[src/rtl/secded_pkg.sv]
`default_nettype none
// ---------------------------------------------------------------------------
// Module : secded_pkg
// Brief  : Shared types and constants for the SECDED error injector.
// Rev    : 1.0  initial release
// ---------------------------------------------------------------------------
package secded_pkg;

   localparam int          CW_W      = 72;
   // Taps of x^16+x^14+x^13+x^11+1 in right-shifting Fibonacci form.
   localparam logic [15:0] LFSR_TAPS = 16'h002D;

   typedef enum logic [2:0] {
      MODE_OFF  = 3'd0,
      MODE_FIX1 = 3'd1,
      MODE_FIX2 = 3'd2,
      MODE_RND1 = 3'd3,
      MODE_RND2 = 3'd4
   } inj_mode_t;

   typedef enum logic [1:0] {
      ST_IDLE  = 2'd0,
      ST_ARMED = 2'd1,
      ST_CONT  = 2'd2
   } inj_state_t;

   function automatic logic [6:0] fold72(input logic [6:0] v);
      return (v >= 7'd72) ? (v - 7'd72) : v;
   endfunction

endpackage
`default_nettype wire

[src/rtl/secded_error_injector_if.sv]
`default_nettype none
// ---------------------------------------------------------------------------
// Module : secded_error_injector_if
// Brief  : Codeword stream and injection-control bundle for the injector.
// Rev    : 1.0  initial release
// ---------------------------------------------------------------------------
interface secded_error_injector_if #(
   parameter int CNT_W = 16
);
   import secded_pkg::*;

   logic             valid_in;
   logic [CW_W-1:0]  data_in;
   logic [2:0]       inj_mode;
   logic [6:0]       inj_pos0;
   logic [6:0]       inj_pos1;
   logic             inj_arm;
   logic             inj_cont;
   logic             clr_count;
   logic             valid_out;
   logic [CW_W-1:0]  data_out;
   logic [1:0]       inj_flag;
   logic [CNT_W-1:0] inj_count;

   modport master (
      output valid_in, data_in, inj_mode, inj_pos0, inj_pos1,
             inj_arm, inj_cont, clr_count,
      input  valid_out, data_out, inj_flag, inj_count
   );

   modport slave (
      input  valid_in, data_in, inj_mode, inj_pos0, inj_pos1,
             inj_arm, inj_cont, clr_count,
      output valid_out, data_out, inj_flag, inj_count
   );

endinterface
`default_nettype wire

[src/rtl/secded_lfsr16.sv]
`default_nettype none
// ---------------------------------------------------------------------------
// Module : secded_lfsr16
// Brief  : 16-bit Fibonacci LFSR that steps once per advance pulse.
// Rev    : 1.0  initial release
// ---------------------------------------------------------------------------
module secded_lfsr16
   import secded_pkg::*;
#(
   parameter logic [15:0] SEED = 16'hACE1
) (
   input  logic        clk,
   input  logic        rst_n,
   input  logic        advance,
   output logic [15:0] state
);

   logic [15:0] state_q;
   logic [15:0] state_d;

   always_comb begin
      state_d = state_q;
      if (advance) begin
         state_d = {^(state_q & LFSR_TAPS), state_q[15:1]};
      end
   end

   always_ff @(posedge clk or negedge rst_n) begin
      if (!rst_n) begin
         state_q <= SEED;
      end else begin
         state_q <= state_d;
      end
   end

   assign state = state_q;

endmodule
`default_nettype wire

[src/rtl/secded_error_injector.sv]
`default_nettype none
// ---------------------------------------------------------------------------
// Module : secded_error_injector
// Brief  : Flips 0-2 bits of a 72-bit SECDED codeword on demand, 1-cycle latency.
// Rev    : 1.0  initial release
// ---------------------------------------------------------------------------
module secded_error_injector
   import secded_pkg::*;
#(
   parameter int          DATA_W    = 72,
   parameter int          CNT_W     = 16,
   parameter logic [15:0] LFSR_SEED = 16'hACE1
) (
   input  logic                    clk,
   input  logic                    rst_n,
   secded_error_injector_if.slave  bus
);

   localparam logic [CW_W-1:0] c_one = {{(CW_W-1){1'b0}}, 1'b1};

   generate
      if (DATA_W != CW_W) begin : g_bad_width
         $error("secded_error_injector supports only DATA_W = 72");
      end
      if (LFSR_SEED == 16'h0000) begin : g_bad_seed
         $error("secded_error_injector: LFSR_SEED must be non-zero");
      end
   endgenerate

   inj_state_t       state_q, state_d;
   logic [CW_W-1:0]  data_q;
   logic             valid_q;
   logic [1:0]       flag_q;
   logic [CNT_W-1:0] count_q, count_d;

   logic [15:0]      w_lfsr;
   inj_mode_t        w_mode;
   logic [6:0]       w_rnd_p0, w_rnd_p1;
   logic [CW_W-1:0]  w_mask;
   logic [1:0]       w_flag;
   logic             w_inject;
   logic             w_unused_lfsr;

   secded_lfsr16 #(.SEED(LFSR_SEED)) u_lfsr (
      .clk     (clk),
      .rst_n   (rst_n),
      .advance (bus.valid_in),
      .state   (w_lfsr)
   );

   assign w_unused_lfsr = ^{w_lfsr[15], w_lfsr[7]};

   always_comb begin
      state_d = state_q;
      if (bus.inj_cont) begin
         state_d = ST_CONT;
      end else begin
         case (state_q)
            ST_IDLE:  if (bus.inj_arm)  state_d = ST_ARMED;
            ST_ARMED: if (bus.valid_in) state_d = ST_IDLE;
            ST_CONT:  state_d = ST_IDLE;
            default:  state_d = ST_IDLE;
         endcase
      end
   end

   // Shifting by a position >= 72 naturally yields an empty mask.
   always_comb begin
      w_mode   = (bus.inj_mode > 3'd4) ? MODE_OFF : inj_mode_t'(bus.inj_mode);
      w_rnd_p0 = fold72(w_lfsr[6:0]);
      w_rnd_p1 = fold72(w_lfsr[14:8]);
      if (w_rnd_p1 == w_rnd_p0) begin
         w_rnd_p1 = (w_rnd_p0 == 7'd71) ? 7'd0 : (w_rnd_p0 + 7'd1);
      end
      w_inject = bus.valid_in && ((state_q == ST_ARMED) || (state_q == ST_CONT));
      w_mask   = '0;
      if (w_inject) begin
         case (w_mode)
            MODE_FIX1: w_mask = c_one << bus.inj_pos0;
            MODE_FIX2: w_mask = (c_one << bus.inj_pos0) | (c_one << bus.inj_pos1);
            MODE_RND1: w_mask = c_one << w_rnd_p0;
            MODE_RND2: w_mask = (c_one << w_rnd_p0) | (c_one << w_rnd_p1);
            default:   w_mask = '0;
         endcase
      end
      w_flag = 2'($countones(w_mask));
   end

   always_comb begin
      count_d = count_q;
      if (bus.clr_count) begin
         count_d = '0;
      end else if (bus.valid_in && (w_flag != 2'd0) && (count_q != {CNT_W{1'b1}})) begin
         count_d = count_q + 1'b1;
      end
   end

   always_ff @(posedge clk or negedge rst_n) begin
      if (!rst_n) begin
         state_q <= ST_IDLE;
         data_q  <= '0;
         valid_q <= 1'b0;
         flag_q  <= 2'd0;
         count_q <= '0;
      end else begin
         state_q <= state_d;
         valid_q <= bus.valid_in;
         count_q <= count_d;
         if (bus.valid_in) begin
            data_q <= bus.data_in ^ w_mask;
            flag_q <= w_flag;
         end
      end
   end

   assign bus.valid_out = valid_q;
   assign bus.data_out  = data_q;
   assign bus.inj_flag  = flag_q;
   assign bus.inj_count = count_q;

endmodule
`default_nettype wire

[src/flat_wrapper.sv]
// flat-port wrapper written by rule: the top's interface ports become plain ports
module secded_error_injector_flat import secded_pkg::*;
#(
   parameter int          DATA_W    = 72,
   parameter int          CNT_W     = 16,
   parameter logic [15:0] LFSR_SEED = 16'hACE1
)
  (clk, rst_n, bus_valid_in, bus_data_in, bus_inj_mode, bus_inj_pos0, bus_inj_pos1, bus_inj_arm, bus_inj_cont, bus_clr_count, bus_valid_out, bus_data_out, bus_inj_flag, bus_inj_count);
  secded_error_injector_if #(.CNT_W(CNT_W)) bus_i ();
  input  logic clk;
  input  logic rst_n;
  input wire logic [$bits(bus_i.valid_in)-1:0] bus_valid_in;
  input wire logic [$bits(bus_i.data_in)-1:0] bus_data_in;
  input wire logic [$bits(bus_i.inj_mode)-1:0] bus_inj_mode;
  input wire logic [$bits(bus_i.inj_pos0)-1:0] bus_inj_pos0;
  input wire logic [$bits(bus_i.inj_pos1)-1:0] bus_inj_pos1;
  input wire logic [$bits(bus_i.inj_arm)-1:0] bus_inj_arm;
  input wire logic [$bits(bus_i.inj_cont)-1:0] bus_inj_cont;
  input wire logic [$bits(bus_i.clr_count)-1:0] bus_clr_count;
  output wire logic [$bits(bus_i.valid_out)-1:0] bus_valid_out;
  output wire logic [$bits(bus_i.data_out)-1:0] bus_data_out;
  output wire logic [$bits(bus_i.inj_flag)-1:0] bus_inj_flag;
  output wire logic [$bits(bus_i.inj_count)-1:0] bus_inj_count;
  assign bus_i.valid_in = bus_valid_in;
  assign bus_i.data_in = bus_data_in;
  assign bus_i.inj_mode = bus_inj_mode;
  assign bus_i.inj_pos0 = bus_inj_pos0;
  assign bus_i.inj_pos1 = bus_inj_pos1;
  assign bus_i.inj_arm = bus_inj_arm;
  assign bus_i.inj_cont = bus_inj_cont;
  assign bus_i.clr_count = bus_clr_count;
  assign bus_valid_out = bus_i.valid_out;
  assign bus_data_out = bus_i.data_out;
  assign bus_inj_flag = bus_i.inj_flag;
  assign bus_inj_count = bus_i.inj_count;
  secded_error_injector #(.DATA_W(DATA_W), .CNT_W(CNT_W), .LFSR_SEED(LFSR_SEED)) u_core (.clk(clk), .rst_n(rst_n), .bus(bus_i));
endmodule
[config.mk]
export PLATFORM = sky130hd
export DESIGN_NAME = secded_error_injector_flat
export DESIGN_NICKNAME = d
export VERILOG_FILES = /design/src/rtl/secded_pkg.sv /design/src/rtl/secded_error_injector_if.sv /design/src/rtl/secded_lfsr16.sv /design/src/rtl/secded_error_injector.sv /design/src/flat_wrapper.sv
export SDC_FILE = /design/constraint.sdc
export NUM_CORES = 1
export LEC_CHECK = 0
export BUFFER_PORTS_ARGS = -buffer_cell sky130_fd_sc_hd__buf_4
export CORE_MARGIN = 8
export CORE_UTILIZATION = 50
export CTS_BUF_LIST = sky130_fd_sc_hd__clkbuf_4 sky130_fd_sc_hd__clkbuf_8
export CTS_CLUSTER_SIZE = 12
export DETAILED_ROUTE_END_ITERATION = 8
export PLACE_DENSITY = 0.78
export SKIP_LAST_GASP = 1
export SLEW_MARGIN = 10
export SYNTH_ARGS = -nofsm -noshare
export SYNTH_HDL_FRONTEND = slang
export SYNTH_HIERARCHICAL = 1
export SYNTH_SLANG_ARGS = --single-unit
export TNS_END_PERCENT = 1
[constraint.sdc]
create_clock -name clk -period 20.1 [get_ports clk]
set_clock_uncertainty 0.2 [all_clocks]
set_input_delay 0 -clock clk [delete_from_list [all_inputs] [get_ports clk]]
set_output_delay 0 -clock clk [all_outputs]
set_load 0.005 [all_outputs]
[After elaboration in Yosys (flattened, before gate mapping)]
Index checks and enable logic that the tools add are counted.
Storage, ports and cells
  output and inout bits: 91
  flip-flop bits (word level): 109
Operators by class
  $lt $le $gt $ge: 3
  shift operators: 4
  add/subtract/negate cells: 75
  multiplexer cells: 13
  equality and inequality tests: 11
  reductions and logical operators: 9
  bitwise gates (word level): 3
Operators by type and width (count)
  case mux 72 bit (4 select lines): 1
  << shifter 1 x 7 -> 72 bit (first input constant): 4
  OR 72 bit: 2
  adder 1 x 1 -> 2 bit: 36
  two-way mux 72 bit: 1
  bitwise XOR 72 bit: 1
  adder 2 bit: 35
  two-way mux 16 bit: 2
  two-way mux 7 bit: 4
  adder 16 x 1 -> 16 bit (second input constant): 1
  inequality test 16 bit (second input constant): 1
  XOR reduction 16 bit: 1
  greater-or-equal comparator 7 bit (second input constant): 2
  subtractor 7 bit (second input constant): 2
  adder 7 x 1 -> 7 bit (second input constant): 1
  == test 7 bit: 1
  == test 7 bit (second input constant): 1
  == test 3 x 2 -> 1 bit (second input constant): 2
  two-way mux 2 bit: 3
  inequality test 3 bit (second input constant): 2
  case mux 2 bit (2 select lines): 1
  nonzero test 2 bit: 2
  == test 3 x 1 -> 1 bit (second input constant): 1
  == test 3 bit (second input constant): 1
  other kinds (8): 10

[Logic depth before layout (Yosys ltp)]
Gate-level depths: netlist (run 1).
  depth after elaboration: 21
  depth in mapped cells: 41

[By module]
The synthesis (run 1) kept the hierarchy.
By module, submodules not included
  secded_error_injector: instances 1, area each 10221.1 um2, sequential area each 2327.2 um2, cells an instance 1316
  secded_lfsr16: instances 1, area each 675.6 um2, sequential area each 410.4 um2, cells an instance 38

[Least setup slack after synthesis (run 1)]
Ideal clock, no wire load.
  kind: reg-to-reg
  start: reg u_core.u_lfsr.state_q[3], in the netlist u_core/u_lfsr/state[3]
  end: reg u_core.count_q[5], in the netlist u_core/bus.inj_count[5]
  period minus slack after synthesis: 10.045 ns
  library setup time: 0.132 ns
  cell stages (with the launch flop): 40
  slack: 10.055 ns
  arrival: 9.713 ns
  required time: 19.768 ns
  buffers on the path: 5
  cells stage by stage: dfrtp_1 > clkbuf_1 > inv_1 > ha_1 > nor2b_1 > clkbuf_1 > a32oi_1 > xnor2_1 > nand3_4 > or3_1 > buf_2 > mux2_4 > clkbuf_1 > a21o_1 > nand2_1 > nand2_1 > fa_1 > fa_1 > (+4 left out) > inv_1 > fa_1 > inv_1 > fa_1 > fa_1 > fa_1 > inv_1 > ha_1 > xor2_1 > xnor2_1 > xnor2_1 > xnor3_1 > mux2_2 > nor2_1 > buf_1 > nand4_1 > xor2_1 > nor2_1
On the way
  cells in the longest elaborated chain, start to end: 20
Ends and longest elaborated chain
  from (decl): RTL line secded_lfsr16.sv:18  | logic [15:0] state_q;
  from (signal assigned): RTL line secded_lfsr16.sv:32  | state_q <= state_d;
  subtractor 7 bit or greater-or-equal comparator 7 bit (tied branches): RTL line secded_pkg.sv:28  | return (v >= 7'd72) ? (v - 7'd72) : v;
  two-way mux 7 bit (*): RTL line secded_pkg.sv:28
  adder 7 x 1 -> 7 bit or == test 7 bit (tied branches): RTL line secded_error_injector.sv:73  | w_rnd_p1 = (w_rnd_p0 == 7'd71) ? 7'd0 : (w_rnd_p0 + 7'd1);
  two-way mux 7 bit: RTL line secded_error_injector.sv:73
  two-way mux 7 bit: RTL line secded_error_injector.sv:72  | if (w_rnd_p1 == w_rnd_p0) begin
  << shifter 1 x 7 -> 72 bit: RTL line secded_error_injector.sv:82  | MODE_RND2: w_mask = (c_one << w_rnd_p0) | (c_one << w_rnd_p1);
  OR 72 bit: RTL line secded_error_injector.sv:82
  case mux 72 bit (4 select lines) (*): RTL line secded_error_injector.sv:78  | case (w_mode)
  two-way mux 72 bit (*): RTL line secded_error_injector.sv:77  | if (w_inject) begin
  adder 1 x 1 -> 2 bit (implied by the code): RTL line secded_error_injector.sv:86  | w_flag = 2'($countones(w_mask));
  adder 2 bit (implied by the code) (5 in series): RTL line secded_error_injector.sv:86
  adder 2 bit (implied by the code) (*): RTL line secded_error_injector.sv:86
  nonzero test 2 bit (*): RTL line secded_error_injector.sv:93  | end else if (bus.valid_in && (w_flag != 2'd0) && (count_q != {CNT_W{1'b1}})) begin
  logical AND 1 bit (*) (2 in series): RTL line secded_error_injector.sv:93
  nonzero test 2 bit (no source line) (*)
  to (signal assigned): RTL line secded_error_injector.sv:108  | count_q <= count_d;
  to (decl): RTL line secded_error_injector.sv:34  | logic [CNT_W-1:0] count_q, count_d;
Every way passes the cells marked *; elsewhere a longest branch is shown, timed or not.
A chain may end at the register's enable or synchronous reset.

[Final worst setup path (run 1)]
  start: reg u_core.u_lfsr.state_q[1], in the netlist u_core/u_lfsr/state[1]
  end: reg u_core.count_q[13], in the netlist u_core/bus.inj_count[13]
Same word-level chain as after synthesis.

==> impl_metrics.tcl, run 1 <==
set metrics [dict create \
    cts_tree "built" \
    layout-drive-gt1-share_pct 18.1 \
    synth-compound-area-share_pct 22.4 \
    r2r_slack_ns 8.35 \
    synthMuxAreaShare_pct 5.09 \
    reg2reg_from "u_core/u_lfsr/state[1]" \
    gp_congestion 1.04 \
    arrival_ns 11.91 \
    fmax_mhz 85.1 \
    finalCriticalPeriod_ns 11.75 \
    drt_first_pass_iters 9 \
    power_mw 1.10 \
    grt_max_degree 75 \
    clk-insertion-delay-late_ns 0.42 \
    crit_type "flip-flop to flip-flop" \
    cp_slowest_cell "nor2_1" \
    max_cap_violations 0 \
    wl_um 49400 \
    synth.distinct_cells 77 \
    rsz0062_at_grt "no" \
    area_growth_pct 24.5 \
    cts_max_path_buffers 2 \
    yosys.area_share.simple_pct 27.5 \
    tns_ns 0 \
    numPortBuffers 185 \
    ant_nets 0 \
    hold_path.class "input port to asynchronous set/reset pin" \
    peakVddDrop_mv 0.0597 \
    start_kind "flip-flop" \
    status "complete, but fails checks" \
    htreeDepth 3 \
    p_per_area_mw_per_mm2 80.9 \
    reg2reg_depth 33 \
    dp_hpwl_um 37000 \
    cp.required_ns 20.27 \
    hold_viol_final 0 \
    syn_nets 1496 \
    setup_viol 0 \
    synthArstFlopShare_pct 100 \
    cp_common_cell "fa_1" \
    cts_buffers 9 \
    utilization_pct 62.8 \
    worst_slew_pin_slew_ns 1.32 \
    io_pins 186 \
    die_h_um 164 \
    synth_edf_count 0 \
    nNetsFinal 1721 \
    core_mm2 0.0216 \
    violations "design-rule violations" \
    post_cts_buffers 0 \
    clkSlewWorstSetupHoldPaths_ns 0.15 \
    syn_inst 1354 \
    grt_pass1_wl_um 74000 \
    start_util_pct 50.4 \
    diodes 0 \
    period_share_pct 58.4 \
    netlist_area_mm2 0.0109 \
    synth_top_family_by_area "simple AND/OR/NAND/NOR gates" \
    cts-root-buf "clkbuf_8" \
    die_x_um 164 \
    row_count 54 \
    via_per_inst 6.74 \
    synth_ff_type "dfrtp_1" \
    r2r-end "u_core/bus.inj_count[13]" \
    critPathCaptureType "flip-flop" \
    avgRoutedWirePerCell_um 26.5 \
    startpoint "u_core/u_lfsr/state[1]" \
    overflow 0 \
    numClockSinks 109 \
    worstPathMaxFanout 24 \
    drcViolationCount 7 \
    grtUsageTotal_pct 36.1 \
    die_area_mm2 0.0268 \
    hold-worst-slack_ns 0.000971 \
    drt-initial-drc-count 2045 \
    synth-xor-area-share_pct 6.92 \
    yosys_warnings 6 \
    ys_ff_latch 109 \
    synth-seq-area-share_pct 25.1 \
    avgSynthCellArea_um2 8.05 \
    power.leakage_nw 5.21 \
    maxSlewHeadroom_pct 11.0 \
    drv_slew 0 \
    dr_total_vias 12600 \
    antenna_found_initial 0 \
    synth_fa_ha_area_share_pct 7.81 \
    cp_slowest_stage_delay_ns 0.60 \
    first_global_vias 12100 \
]
[worst max-delay path: cells and delay by family, from the launching register on]
family	cells	cell delay, ns
xor+xnor	5	1.42
fa+ha+maj	10	4.89
flops	1	0.48
simple gates	10	3.01
mux	2	0.90
compound gates	1	0.15
buf+inv	5	0.65
[Yosys cell counts, types with 4 or more instances]
cell type	number	area, um2
or3_1	44	275
mux2_2	17	191
o21a_1	7	52.6
o21ai_0	57	285
nand3_1	59	295
dfrtp_1	101	2530
mux2i_1	20	200
nand4_1	19	119
buf_2	10	50.1
nor4_1	9	56.3
nand2b_1	30	188
nor2b_1	16	100
a21oi_1	56	280
fa_1	35	701
a32o_1	6	60.1
a22o_1	5	43.8
nor3_1	65	325
xor2_1	29	254
a21boi_0	5	37.5
a21o_1	15	113
nor2_1	158	593
nand3b_1	4	30.0
a31o_2	4	35.0
and2_1	40	250
inv_1	48	180
or2_2	7	43.8
xnor2_1	52	455
ha_1	12	150
buf_6	5	56.3
mux2_4	9	135
o211ai_1	12	90.1
nor3b_1	6	45.0
nand2_1	109	409
a211oi_1	5	37.5
a221oi_1	29	254
dfstp_2	8	210
a31oi_1	21	131
a222oi_1	46	460
and4_1	4	35.0
and3_1	20	125
a22oi_1	23	173
clkbuf_1	64	240
a32oi_1	12	105
[cells in the final DEF (no fill, tap or decap), types with 35 or more instances in the layout]
cell           instances
nor2_1               158
o21ai_0               57
or3_1                 44
nor3_1                64
xnor2_1               52
a222oi_1              46
nand3_1               58
and2_1                40
dlygate4sd3_1         92
dfrtp_1              101
nand2_1              109
fa_1                  35
a21oi_1               56
buf_4                205
inv_1                 47
[cell type report]
type	count	area [um2]
Clock buffer	9	124
Clock inverter	7	91.3
Fill cell	1846	8050
Inverter	49	184
Multi-Input combinational cell	1113	7620
Sequential cell	109	2740
Tap cell	280	350
Timing Repair Buffer	297	2460
[power by group]
| group | switching (mW) | total [mW] | internal, mW |
|---|---|---|---|
| sequential | 0.0615 | 0.320 | 0.259 |
| combinational | 0.417 | 0.628 | 0.211 |
| clock | 0.0978 | 0.149 | 0.0509 |
| total | 0.576 | 1.10 | 0.521 |
[per-stage QoR]
| stage | instance area, um2 | instances | worst slack, ns |
|---|---|---|---|
| global route | 13600 | 1864 | 7.90 |
| global placement | 12400 | 1756 | 8.99 |
| finish | 13600 | 1864 | 8.35 |
| detailed placement | 12400 | 1756 | 8.66 |
| CTS | 13600 | 1864 | 8.61 |
| floorplan | 10900 | 1354 | 10.06 |
[how the worst max path moves through the flow]
| stage | to | slack (ns) | depth (start not counted) |
|---|---|---|---|
| after floorplan | u_core/bus.inj_count[5] | 10.06 | 39 |
| after global placement | u_core/bus.inj_count[13] | 8.99 | 32 |
| after detailed placement | u_core/bus.inj_count[13] | 8.66 | 33 |
| after CTS | u_core/bus.inj_count[13] | 8.61 | 33 |
| after global routing | u_core/bus.inj_count[13] | 7.90 | 33 |
| final | u_core/bus.inj_count[13] | 8.35 | 33 |
[cell families (layout without fill, tap and decap cells)]
| logic type | count (synthesis) | count (layout) |
|---|---|---|
| flops | 109 | 109 |
| compound gates | 335 | 335 |
| mux | 48 | 48 |
| xor+xnor | 83 | 83 |
| buf+inv | 132 | 362 |
| simple gates | 600 | 600 |
| fa+ha+maj | 47 | 47 |
[repair_timing]
action / CTS / global route
gates resized for setup: 0 / 0
hold endpoints to repair: 148 / 0
hold buffers: 92 / 0
[metal layers]
layer	GRT usage [%]	routed length, um	up-vias
met2	55.6	21900	944
met3	6.98	5880	149
met5	0	0	-
li1	-	-	5439
met4	16.8	2470	0
met1	48.1	19100	6039
[sequential cells by signal, indices dropped and copies added (netlist names)]
signal / flops
u_core/bus.inj_count: 16
u_core/u_lfsr/state: 16
u_core/bus.data_out: 72
u_core/bus.inj_flag: 2
u_core/state_q: 2
u_core/bus.valid_out: 1
Power figures use the tool's default switching activity.
==> inputs of run 2 (changes only) <==
Settings changed: ABC_AREA set to 1, PLACE_DENSITY 0.78 to 0.81.
Clock period 20.1 ns to 10.48 ns, I/O delays scaled along.
==> impl_metrics.tcl, run 2 <==
set metrics [dict create \
    row_count 54 \
    hold-worst-slack_ns 0.0566 \
    yosys_warnings 6 \
    p_per_area_mw_per_mm2 118 \
    final_common_cell "nand2_1" \
    place_ws_ns 0.834 \
    avgSynthCellArea_um2 6.36 \
    whs_endpoint "u_core/bus.data_out[64]" \
    grtUsageTotal_pct 34.4 \
    yosys.area_share.simple_pct 43.4 \
    start_util_pct 50.6 \
    numPortBuffers 185 \
    dp_hpwl_um 34500 \
    setup_ws_ns 0.619 \
    start_kind "flip-flop" \
    fin_cells 2233 \
    drcViolationCount 0 \
    peakVddDrop_mv 0.129 \
    grt_max_degree 78 \
    synth_commonest_cells "nand2_1, nand3_1, inv_1" \
    multi_input_area_mm2 0.00697 \
    synth-seq-area-share_pct 25.0 \
    mostFrequentLayoutCells "nand2_1, nand3_1, buf_4, inv_1, nor2_1" \
    cp.required_ns 10.62 \
    ys_ff_latch 109 \
    clk-insertion-delay-late_ns 0.42 \
    nNetsFinal 2089 \
    crit_type "flip-flop to flip-flop" \
    reg2reg_from "u_core/u_lfsr/state[0]" \
    drt_first_pass_iters 8 \
    worst_slew_pin_slew_ns 1.15 \
    ant_nets 0 \
    cts-root-buf "clkbuf_8" \
    netlist_area_mm2 0.0109 \
    dr_total_vias 13200 \
    placed_cells 2122 \
    fmax_mhz 101 \
    cp_slowest_cell "dfstp_2" \
    cts_max_path_buffers 2 \
    layout-drive-gt1-share_pct 14.8 \
    utilization_pct 63.0 \
    post_cts_buffers 0 \
    die_x_um 164 \
    r2r-end "u_core/bus.inj_count[10]" \
    maxSlewHeadroom_pct 22.9 \
    antenna_found_initial 0 \
    first_global_vias 12500 \
    fillers 1945 \
    rsz0062_at_grt "no" \
    r2r_slack_ns 0.62 \
    status "completed" \
    finalCriticalPeriod_ns 9.86 \
    synth_edf_count 0 \
    tns_ns 0 \
    drt-initial-drc-count 1854 \
    worstPathMaxFanout 19 \
    clkSlewWorstSetupHoldPaths_ns 0.14 \
    io_pins 186 \
    layout.area.seq_mm2 0.00274 \
    ctsHoldBuffers 94 \
    min_from "bus_inj_pos1[6]" \
    syn_nets 1861 \
    dpl-instance-area_mm2 0.0125 \
    critPathCaptureType "flip-flop" \
    wl_um 46400 \
    die_area_mm2 0.0269 \
    yosys.area.top_type_share_pct 23.1 \
    via_per_inst 5.89 \
    synth-xor-area-share_pct 3.60 \
    max_cap_violations 0 \
    synth.most_common_cell "nand2_1" \
    area_growth_pct 24.5 \
    cts_buffers 9 \
    htreeDepth 3 \
    numClockSinks 109 \
    grt_pass1_wl_um 71600 \
    synth.distinct_cells 47 \
    overflow 0 \
    power.leakage_nw 6.97 \
    synthMuxAreaShare_pct 0 \
    reg2reg_depth 39 \
    yosysTopAreaCell "dfrtp_1" \
    synth_top_family_by_area "simple AND/OR/NAND/NOR gates" \
    cts_tree "built" \
    synthArstFlopShare_pct 100 \
    setup_viol 0 \
    synth_fa_ha_area_share_pct 7.78 \
    drv_slew 0 \
    arrival_ns 10.00 \
    cts_resized 0 \
    holdPathStages 6 \
    synth_area_leaders "dfrtp_1, nand2_1, nand3_1" \
    stdcell_area_mm2 0.0136 \
    synth_ff_type "dfrtp_1" \
    power_mw 1.61 \
    die_h_um 164 \
    period_share_pct 94.1 \
    synth-compound-area-share_pct 8.87 \
    avgRoutedWirePerCell_um 20.8 \
    hold_path.class "input port to flip-flop" \
    largest_reg_flops 72 \
    hold_viol_final 0 \
    cp_slowest_stage_delay_ns 0.65 \
    syn_inst 1719 \
    core_mm2 0.0216 \
    gp_congestion 1.04 \
]
-- run 2: cell count changes after synthesis, sizes merged, moves of 33 or more --
cell	change
nand2	+438
nand3	+234
or3	-45
a21oi	-33
a222oi	-46
and2	-40
o21ai	-33
inv	+171
-- run 2: final cells by class --
class / instances / area share [%]
clock inverters: 6 / 0.469
repair buffers: 302 / 18.5
clock buffers: 10 / 1.01
flip-flops and latches: 109 / 20.1
well taps: 280 / 2.57
diodes: 1 / 0.0184
inverters: 223 / 6.18
multi-input cells: 1302 / 51.1
-- run 2: cells by family (layout without fill, tap and decap cells) --
logic type	Yosys count	count (layout)
adder cells (fa/ha/maj)	47	47
other	0	1
buffers and inverters	308	541
XOR/XNOR	45	45
AND/OR/NAND/NOR	1078	1078
flip-flops	109	109
AO/OA/AOI/OAI	132	132
-- run 2: worst max-delay path: cells and delay by family (launching register included) --
family / cells / cell delay (ns)
AOI/OAI and AO/OA: 1 / 0.27
xor gates and xnor gates: 4 / 0.64
adders and majority gates: 9 / 4.43
buffers and inverters: 6 / 0.43
DFF: 1 / 0.65
and+or+nand+nor: 19 / 3.10
-- run 2: worst max path at each step --
stage                            from                  endpoint  cells past startpoint
6_report       u_core/u_lfsr/state[0]  u_core/bus.inj_count[10]                     39
5_1_grt        u_core/u_lfsr/state[0]   u_core/bus.inj_count[5]                     40
4_1_cts        u_core/u_lfsr/state[0]   u_core/bus.inj_count[9]                     39
3_5_place_dp   u_core/u_lfsr/state[0]   u_core/bus.inj_count[9]                     40
3_3_place_gp   u_core/u_lfsr/state[0]   u_core/bus.inj_count[4]                     40
2_1_floorplan  u_core/u_lfsr/state[0]  u_core/bus.inj_count[10]                     46
-- run 2: power by group --
group	internal, mW	total, mW	switching, mW	leakage, nW
sequential	0.470	0.515	0.0450	1.35
clock	0.100	0.287	0.186	0.0997
combinational	0.245	0.810	0.565	5.52
-- run 2: routing by layer --
metal	vias to the layer above	global-route usage, %	wire length, um	share of wire (%)
li1	6065	-	-	-
met1	6118	43.4	18200	39
met2	814	54.1	21100	45
met3	158	7.44	4580	9.9
met4	0	18.7	2610	5.6
met5	-	0	0	0
